File: config.mk
export PLATFORM = sky130hd
export DESIGN_NAME = wb_mem_master
export DESIGN_NICKNAME = d
export VERILOG_FILES = /design/src/rtl/wb_mem_pkg.sv /design/src/rtl/wb_lane_align.sv /design/src/rtl/wb_mem_master.sv
export SDC_FILE = /design/constraint.sdc
export NUM_CORES = 1
export LEC_CHECK = 0
export CORE_AREA = 2 2 158 160
export CTS_CLUSTER_DIAMETER = 60
export DETAILED_ROUTE_END_ITERATION = 8
export DIE_AREA = 0 0 160 162
export HOLD_SLACK_MARGIN = 0.1
export PLACE_DENSITY = 0.5
export SYNTH_ARGS = -nofsm -noshare
export SYNTH_HDL_FRONTEND = slang
export SYNTH_SLANG_ARGS = --single-unit
File: constraint.sdc
create_clock -name clk -period 4 [get_ports clk]
set_input_delay 0.4 -clock clk [delete_from_list [all_inputs] [get_ports clk]]
set_output_delay 0.4 -clock clk [all_outputs]
set_load 0.1 [all_outputs]
File: src/rtl/wb_mem_pkg.sv
// Shared definitions for the Wishbone memory master:
// size and error codes, FSM states and a clog2 helper.
package wb_mem_pkg;

    localparam logic [1:0] SZ_BYTE  = 2'd0;
    localparam logic [1:0] SZ_HALF  = 2'd1;
    localparam logic [1:0] SZ_WORD  = 2'd2;
    localparam logic [1:0] SZ_DWORD = 2'd3;

    localparam logic [1:0] ERR_OK      = 2'd0;
    localparam logic [1:0] ERR_BUS     = 2'd1;
    localparam logic [1:0] ERR_TIMEOUT = 2'd2;
    localparam logic [1:0] ERR_ALIGN   = 2'd3;

    typedef enum logic [1:0] {
        ST_IDLE = 2'd0,
        ST_REQ  = 2'd1,
        ST_WAIT = 2'd2,
        ST_RESP = 2'd3
    } state_t;

    function automatic int clog2(input int v);
        int r;
        r = 0;
        while ((1 << r) < v) r++;
        return r;
    endfunction

endpackage

File: src/rtl/wb_lane_align.sv
// Byte-lane steering: store replication and select generation,
// load extraction with zero or sign extension.
module wb_lane_align
    import wb_mem_pkg::*;
#(
    parameter  int DATA_W = 32,
    localparam int SEL_W  = DATA_W / 8,
    localparam int OFF_W  = clog2(SEL_W)
) (
    input  logic [OFF_W-1:0]  st_off,
    input  logic [1:0]        st_size,
    input  logic [DATA_W-1:0] st_data,
    output logic [DATA_W-1:0] wb_data,
    output logic [SEL_W-1:0]  sel,
    input  logic [OFF_W-1:0]  ld_off,
    input  logic [1:0]        ld_size,
    input  logic              ld_sgn,
    input  logic [DATA_W-1:0] ld_data,
    output logic [DATA_W-1:0] rsp_data
);

    localparam int SW = SEL_W + 8;
    typedef logic [SW-1:0] selw_t;

    logic [3:0]        st_nb;
    logic [3:0]        ld_nb;
    selw_t             sel_wide;
    logic [DATA_W-1:0] shifted;
    logic              sbit;

    // Replicate the right-aligned store data and build the byte selects.
    always_comb begin
        st_nb    = 4'd1 << st_size;
        wb_data  = '0;
        for (int i = 0; i < SEL_W; i++) begin
            wb_data[8*i +: 8] =
                st_data[8*(i & (int'(st_nb) - 1)) +: 8];
        end
        sel_wide = ((selw_t'(1) << st_nb) - selw_t'(1)) << st_off;
        sel      = sel_wide[SEL_W-1:0];
    end

    // Shift the addressed lanes down and extend from the top loaded bit.
    always_comb begin
        ld_nb    = 4'd1 << ld_size;
        shifted  = ld_data >> {ld_off, 3'b000};
        unique case (ld_size)
            SZ_BYTE:  sbit = shifted[7];
            SZ_HALF:  sbit = shifted[15];
            SZ_WORD:  sbit = shifted[31];
            SZ_DWORD: sbit = shifted[DATA_W-1];
            default:  sbit = 1'b0;
        endcase
        rsp_data = '0;
        for (int k = 0; k < DATA_W; k++) begin
            if (k < 8 * int'(ld_nb))
                rsp_data[k] = shifted[k];
            else
                rsp_data[k] = ld_sgn & sbit;
        end
    end

endmodule

File: src/rtl/wb_mem_master.sv
// Wishbone B4 pipelined master for CPU fetch/load/store,
// one transaction outstanding, with stall, error and watchdog.
module wb_mem_master
    import wb_mem_pkg::*;
#(
    parameter int DATA_W  = 32,
    parameter int ADDR_W  = 32,
    parameter int SEL_W   = DATA_W / 8,
    parameter int TIMEOUT = 255
) (
    input  logic              clk,
    input  logic              reset,
    input  logic              i_req_valid,
    output logic              o_req_ready,
    input  logic [ADDR_W-1:0] i_req_addr,
    input  logic              i_req_we,
    input  logic [DATA_W-1:0] i_req_data,
    input  logic [1:0]        i_req_size,
    input  logic              i_req_signed,
    output logic              o_rsp_valid,
    output logic [DATA_W-1:0] o_rsp_data,
    output logic [1:0]        o_rsp_err,
    output logic              o_wb_cyc,
    output logic              o_wb_stb,
    output logic              o_wb_we,
    output logic [ADDR_W-1:0] o_wb_addr,
    output logic [DATA_W-1:0] o_wb_data,
    output logic [SEL_W-1:0]  o_wb_sel,
    input  logic              i_wb_stall,
    input  logic              i_wb_ack,
    input  logic              i_wb_err,
    input  logic [DATA_W-1:0] i_wb_data
);

    localparam int OFF_W = clog2(SEL_W);
    localparam int CNT_W = (TIMEOUT < 2) ? 1 : clog2(TIMEOUT);
    localparam logic [CNT_W-1:0] TMAX = CNT_W'(TIMEOUT - 1);

    state_t            state;
    logic [CNT_W-1:0]  cnt;
    logic [OFF_W-1:0]  off_q;
    logic [1:0]        size_q;
    logic              sgn_q;
    logic              we_q;

    logic [DATA_W-1:0] st_rep;
    logic [SEL_W-1:0]  st_sel;
    logic [DATA_W-1:0] ld_ext;
    logic [3:0]        amask;
    logic              bad;

    assign o_req_ready = (state == ST_IDLE);

    wb_lane_align #(.DATA_W(DATA_W)) u_align (
        .st_off   (i_req_addr[OFF_W-1:0]),
        .st_size  (i_req_size),
        .st_data  (i_req_data),
        .wb_data  (st_rep),
        .sel      (st_sel),
        .ld_off   (off_q),
        .ld_size  (size_q),
        .ld_sgn   (sgn_q),
        .ld_data  (i_wb_data),
        .rsp_data (ld_ext)
    );

    // Reject misaligned requests and dwords on a 32-bit bus.
    always_comb begin
        amask = (4'd1 << i_req_size) - 4'd1;
        bad   = (|(i_req_addr[2:0] & amask[2:0])) ||
                (DATA_W == 32 && i_req_size == SZ_DWORD);
    end

    // Request FSM with registered bus/response outputs and watchdog.
    always_ff @(posedge clk or posedge reset) begin
        if (reset) begin
            state       <= ST_IDLE;
            cnt         <= '0;
            off_q       <= '0;
            size_q      <= SZ_BYTE;
            sgn_q       <= 1'b0;
            we_q        <= 1'b0;
            o_wb_cyc    <= 1'b0;
            o_wb_stb    <= 1'b0;
            o_wb_we     <= 1'b0;
            o_wb_addr   <= '0;
            o_wb_data   <= '0;
            o_wb_sel    <= '0;
            o_rsp_valid <= 1'b0;
            o_rsp_err   <= ERR_OK;
            o_rsp_data  <= '0;
        end else begin
            o_rsp_valid <= 1'b0;
            unique case (state)
                ST_IDLE: begin
                    if (i_req_valid) begin
                        off_q      <= i_req_addr[OFF_W-1:0];
                        size_q     <= i_req_size;
                        sgn_q      <= i_req_signed;
                        we_q       <= i_req_we;
                        o_rsp_data <= '0;
                        if (bad) begin
                            o_rsp_err   <= ERR_ALIGN;
                            o_rsp_valid <= 1'b1;
                            state       <= ST_RESP;
                        end else begin
                            o_wb_cyc  <= 1'b1;
                            o_wb_stb  <= 1'b1;
                            o_wb_we   <= i_req_we;
                            o_wb_addr <= {i_req_addr[ADDR_W-1:OFF_W],
                                          {OFF_W{1'b0}}};
                            o_wb_data <= st_rep;
                            o_wb_sel  <= st_sel;
                            cnt       <= '0;
                            state     <= ST_REQ;
                        end
                    end
                end
                ST_REQ, ST_WAIT: begin
                    if (i_wb_ack || i_wb_err) begin
                        o_wb_cyc    <= 1'b0;
                        o_wb_stb    <= 1'b0;
                        o_wb_we     <= 1'b0;
                        o_rsp_valid <= 1'b1;
                        state       <= ST_RESP;
                        if (i_wb_err) begin
                            o_rsp_err  <= ERR_BUS;
                            o_rsp_data <= '0;
                        end else begin
                            o_rsp_err  <= ERR_OK;
                            o_rsp_data <= we_q ? '0 : ld_ext;
                        end
                    end else if (TIMEOUT != 0 && cnt == TMAX) begin
                        o_wb_cyc    <= 1'b0;
                        o_wb_stb    <= 1'b0;
                        o_wb_we     <= 1'b0;
                        o_rsp_valid <= 1'b1;
                        o_rsp_err   <= ERR_TIMEOUT;
                        o_rsp_data  <= '0;
                        state       <= ST_RESP;
                    end else begin
                        cnt <= cnt + CNT_W'(1);
                        if (state == ST_REQ && !i_wb_stall) begin
                            o_wb_stb <= 1'b0;
                            state    <= ST_WAIT;
                        end
                    end
                end
                ST_RESP: state <= ST_IDLE;
                default: state <= ST_IDLE;
            endcase
        end
    end

endmodule
==> run summary <==
* 0 — Slew Limit Fails
* 1.054 ns — transition at the pin with the smallest max-transition slack
* in -> async — worst hold path type
* 11 — crit path max fanout
* 0 — number of routed nets with antenna violations
* 13.28% — synthesized-area fraction occupied by ao, oa, aoi and oai cells
* simple AND/OR/NAND/NOR gates — combinational family with the most area after synthesis
* 49.99% — area growth from synthesis to layout
* 120 — flop and latch count out of synthesis
* 100.0% — ys async rst share
* 0.7676 ns — Placement Setup Slack
* 24110 um2 — Floorplan Core Area
* 2.898 ns — final critical path time including I/O delays and setup
* 4 — H-tree Lvls
* 2.080% — adder-cell share of the synthesized area
* 25920 um2 — area enclosed by the die boundary
* 0 — # DRC
* 162 um — floorplan die height
* done — CTS tree
* 0 — hold buffers post-CTS
* 0 — number of setup violations in the final report
* 2 — number of buffers on the longest clock path
* 5308 — via count of the first global-routing pass
* 210 — IO buf count
* dfrtp_1 — ys flop type
* 0 ns — Post-Route Setup TNS
* 0.7521 — placer congestion estimate
* 16.66 um — wire per inst
* 0 — antenna violations before repair
* 50.43% — fraction of the yosys area taken by sequential cells
* 78 — maximum number of pins on one net before global-route repair
* reg -> out — startpoint-to-endpoint class of the critical path
* 0 — synthesis warning total
* 0 — maximum capacitance violations
* clkbuf_16 — CTS root buffer
* 57 — unique cell type count in the Yosys netlist
* 1.102 ns — Worst Slack Setup Final
* 16.83% — simple-gate share of the synthesized area
* 2.50 ns — Worst EP arrival
* 0 — post-CTS setup buffer count
* 3.60 ns — worst endpoint required time
* 160 um — Die W
* 120 — sink count of the clock tree
* 4 — drt pass-1 iters
* no — setup repair after global routing missed its margin
* 10.16 um2 — average footprint of a synthesized cell
* 57 — row count
* 0 — global-route congestion overflow total
* 14.69% — total global-route track usage
* 5954 um2 — total standard cell area after synthesis
* dfrtp_1 (50%), nand2_1 (9.8%), mux2i_1 (9.2%) — ranking of synthesized cells by area
* 12940 um — half-perimeter wire length after placement
* 5006 — count of vias placed by the detailed router
* 17 — number of buffers inserted during clock tree synthesis
* 345.1 MHz — maximum frequency from static timing analysis
* 12.27% — portion of netlist area occupied by mux cells
* 50.43% — area share of the leading cell type in the synthesized netlist
* 0.007845 ns — Clock Skews
* flip-flop — Worst Setup Start Kind
* 29.54% — Max-slew headroom
* 197 — first-iteration detailed-routing DRC count
* 0 — count of flip-flops with a built-in enable after synthesis
* 4.466 — vias per cell
* dfrtp_1 — post-synth top area cell
* primary output — Critical Path Sink Type
* 586 — Post-Synthesis Cells
* 0.05 ns — Clock Pin Slew Worst Setup and Hold Paths
* 18670 um — total wire length after detailed routing
* 0 — ANT cells
* 901 — Final Net Count
* 2484 — Layout fillers
* 213 — # IOs
* 24.70% — starting density of the core
* 0.1471% — xor and xnor fraction of the mapped netlist area
* 8.407% — share of final-layout standard cells stronger than drive strength 1
* 0 — CTS resizes
* 29970 um — first-pass GRT wire length
* 0 — number of hold-slack violations in the final timing report
* finished clean — outcome
* 72.45% — share of the cycle needed by the critical path after routing
* 0.41 ns — clock insertion delay at the later pin of the skew report
[critical path: stages, from the launching register on]
cell	delay [ns]
dfrtp_1	0.41
inv_1	0.09
ha_1	0.38
clkdlybuf4s50_1	1.21
[Yosys cell counts (2+ instances only)]
cell type / n
mux2_2: 14
buf_4: 3
or4_1: 3
a211oi_1: 3
nand4b_1: 2
nor2_1: 15
mux2i_1: 55
nand2b_1: 11
clkbuf_1: 7
a211o_1: 16
a221o_1: 8
nand3_1: 6
nand2_1: 155
nor2b_1: 10
inv_1: 9
a21oi_1: 10
a21o_1: 3
buf_2: 26
ha_1: 9
a32o_1: 7
nor3_1: 2
nand4_1: 4
nor4_1: 5
o21ai_0: 32
o31ai_1: 3
buf_6: 7
a22o_1: 11
and3_1: 2
dfrtp_1: 120
[cells by family (layout without fill, tap and decap cells)]
kind of cell,count (synthesis),after routing
mux,70,70
xor+xnor,1,1
other cells,1,2
compound gates,107,107
simple gates,225,225
flops,120,120
fa+ha+maj,10,10
buf+inv,52,262
[registers in the layout (all words and copies together) (netlist names)]
signal	cells
o_rsp_err	2
o_rsp_valid	1
sgn_q	1
o_wb_stb	1
o_wb_sel	4
o_wb_addr	30
state	2
off_q	2
size_q	2
o_wb_data	32
o_wb_cyc	1
we_q	1
cnt	8
o_rsp_data	32
o_wb_we	1
[layout make-up]
cell class | count | area (um2) | area share, %
inverters | 9 | 36.28 | 0.4063
flip-flops and latches | 120 | 3003 | 33.62
clock buffers | 22 | 484.2 | 5.422
repair buffers | 223 | 2212 | 24.77
clock inverters | 8 | 120.1 | 1.345
multi-input cells | 415 | 2670 | 29.90
well taps | 324 | 405.4 | 4.539
[stage by stage]
| stage | utilization, % | instances | hold WS, ns | instance area [um2] |
|---|---|---|---|---|
| after global placement | 34.54 | 1091 | 0.4560 | 8327 |
| after CTS | 37.05 | 1121 | 0.3745 | 8931 |
| after detailed placement | 34.54 | 1091 | 0.4589 | 8327 |
| final | 37.05 | 1121 | 0.3700 | 8931 |
| after floorplan | - | 587 | 0.4713 | 5958 |
| after global routing | 37.05 | 1121 | 0.4014 | 8931 |
[routing by layer]
layer | wire length [um] | track usage [%] | up-vias
met1 | 8332 | 18.34 | 2401
met5 | 0 | 0 | -
li1 | - | - | 2452
met3 | 1387 | 5.822 | 10
met2 | 8785 | 24.07 | 143
met4 | 167 | 3.235 | 0
[path summary, 6_finish.rpt]
path                       slack (ns)              to          start  cells after the start
hold / removal                   0.37    o_wb_addr[4]          reset                      2
setup / recovery                 1.10     o_req_ready       state[0]                      3
min in group clk                 0.47   o_wb_addr[24]  o_wb_addr[24]                      2
max in group asynchronous        2.81        state[0]          reset                      3
setup reg to reg                 1.29  o_rsp_data[14]       state[0]                      8
hold reg to reg                  0.47   o_wb_addr[24]  o_wb_addr[24]                      2
[placed cells by master (no fill, tap or decap), types with 8 or more instances in the layout]
cell type	instances
a211o_1	16
a21oi_1	10
a221o_1	8
a22o_1	11
buf_4	12
clkbuf_16	17
clkdlybuf4s50_1	210
dfrtp_1	120
ha_1	9
inv_1	8
mux2_2	14
mux2i_1	55
nand2_1	155
nand2b_1	11
nor2_1	15
nor2b_1	10
o21ai_0	32
Power is not shown: default switching activity piles up to over one toggle a cycle in this logic, so the estimate is an artifact.
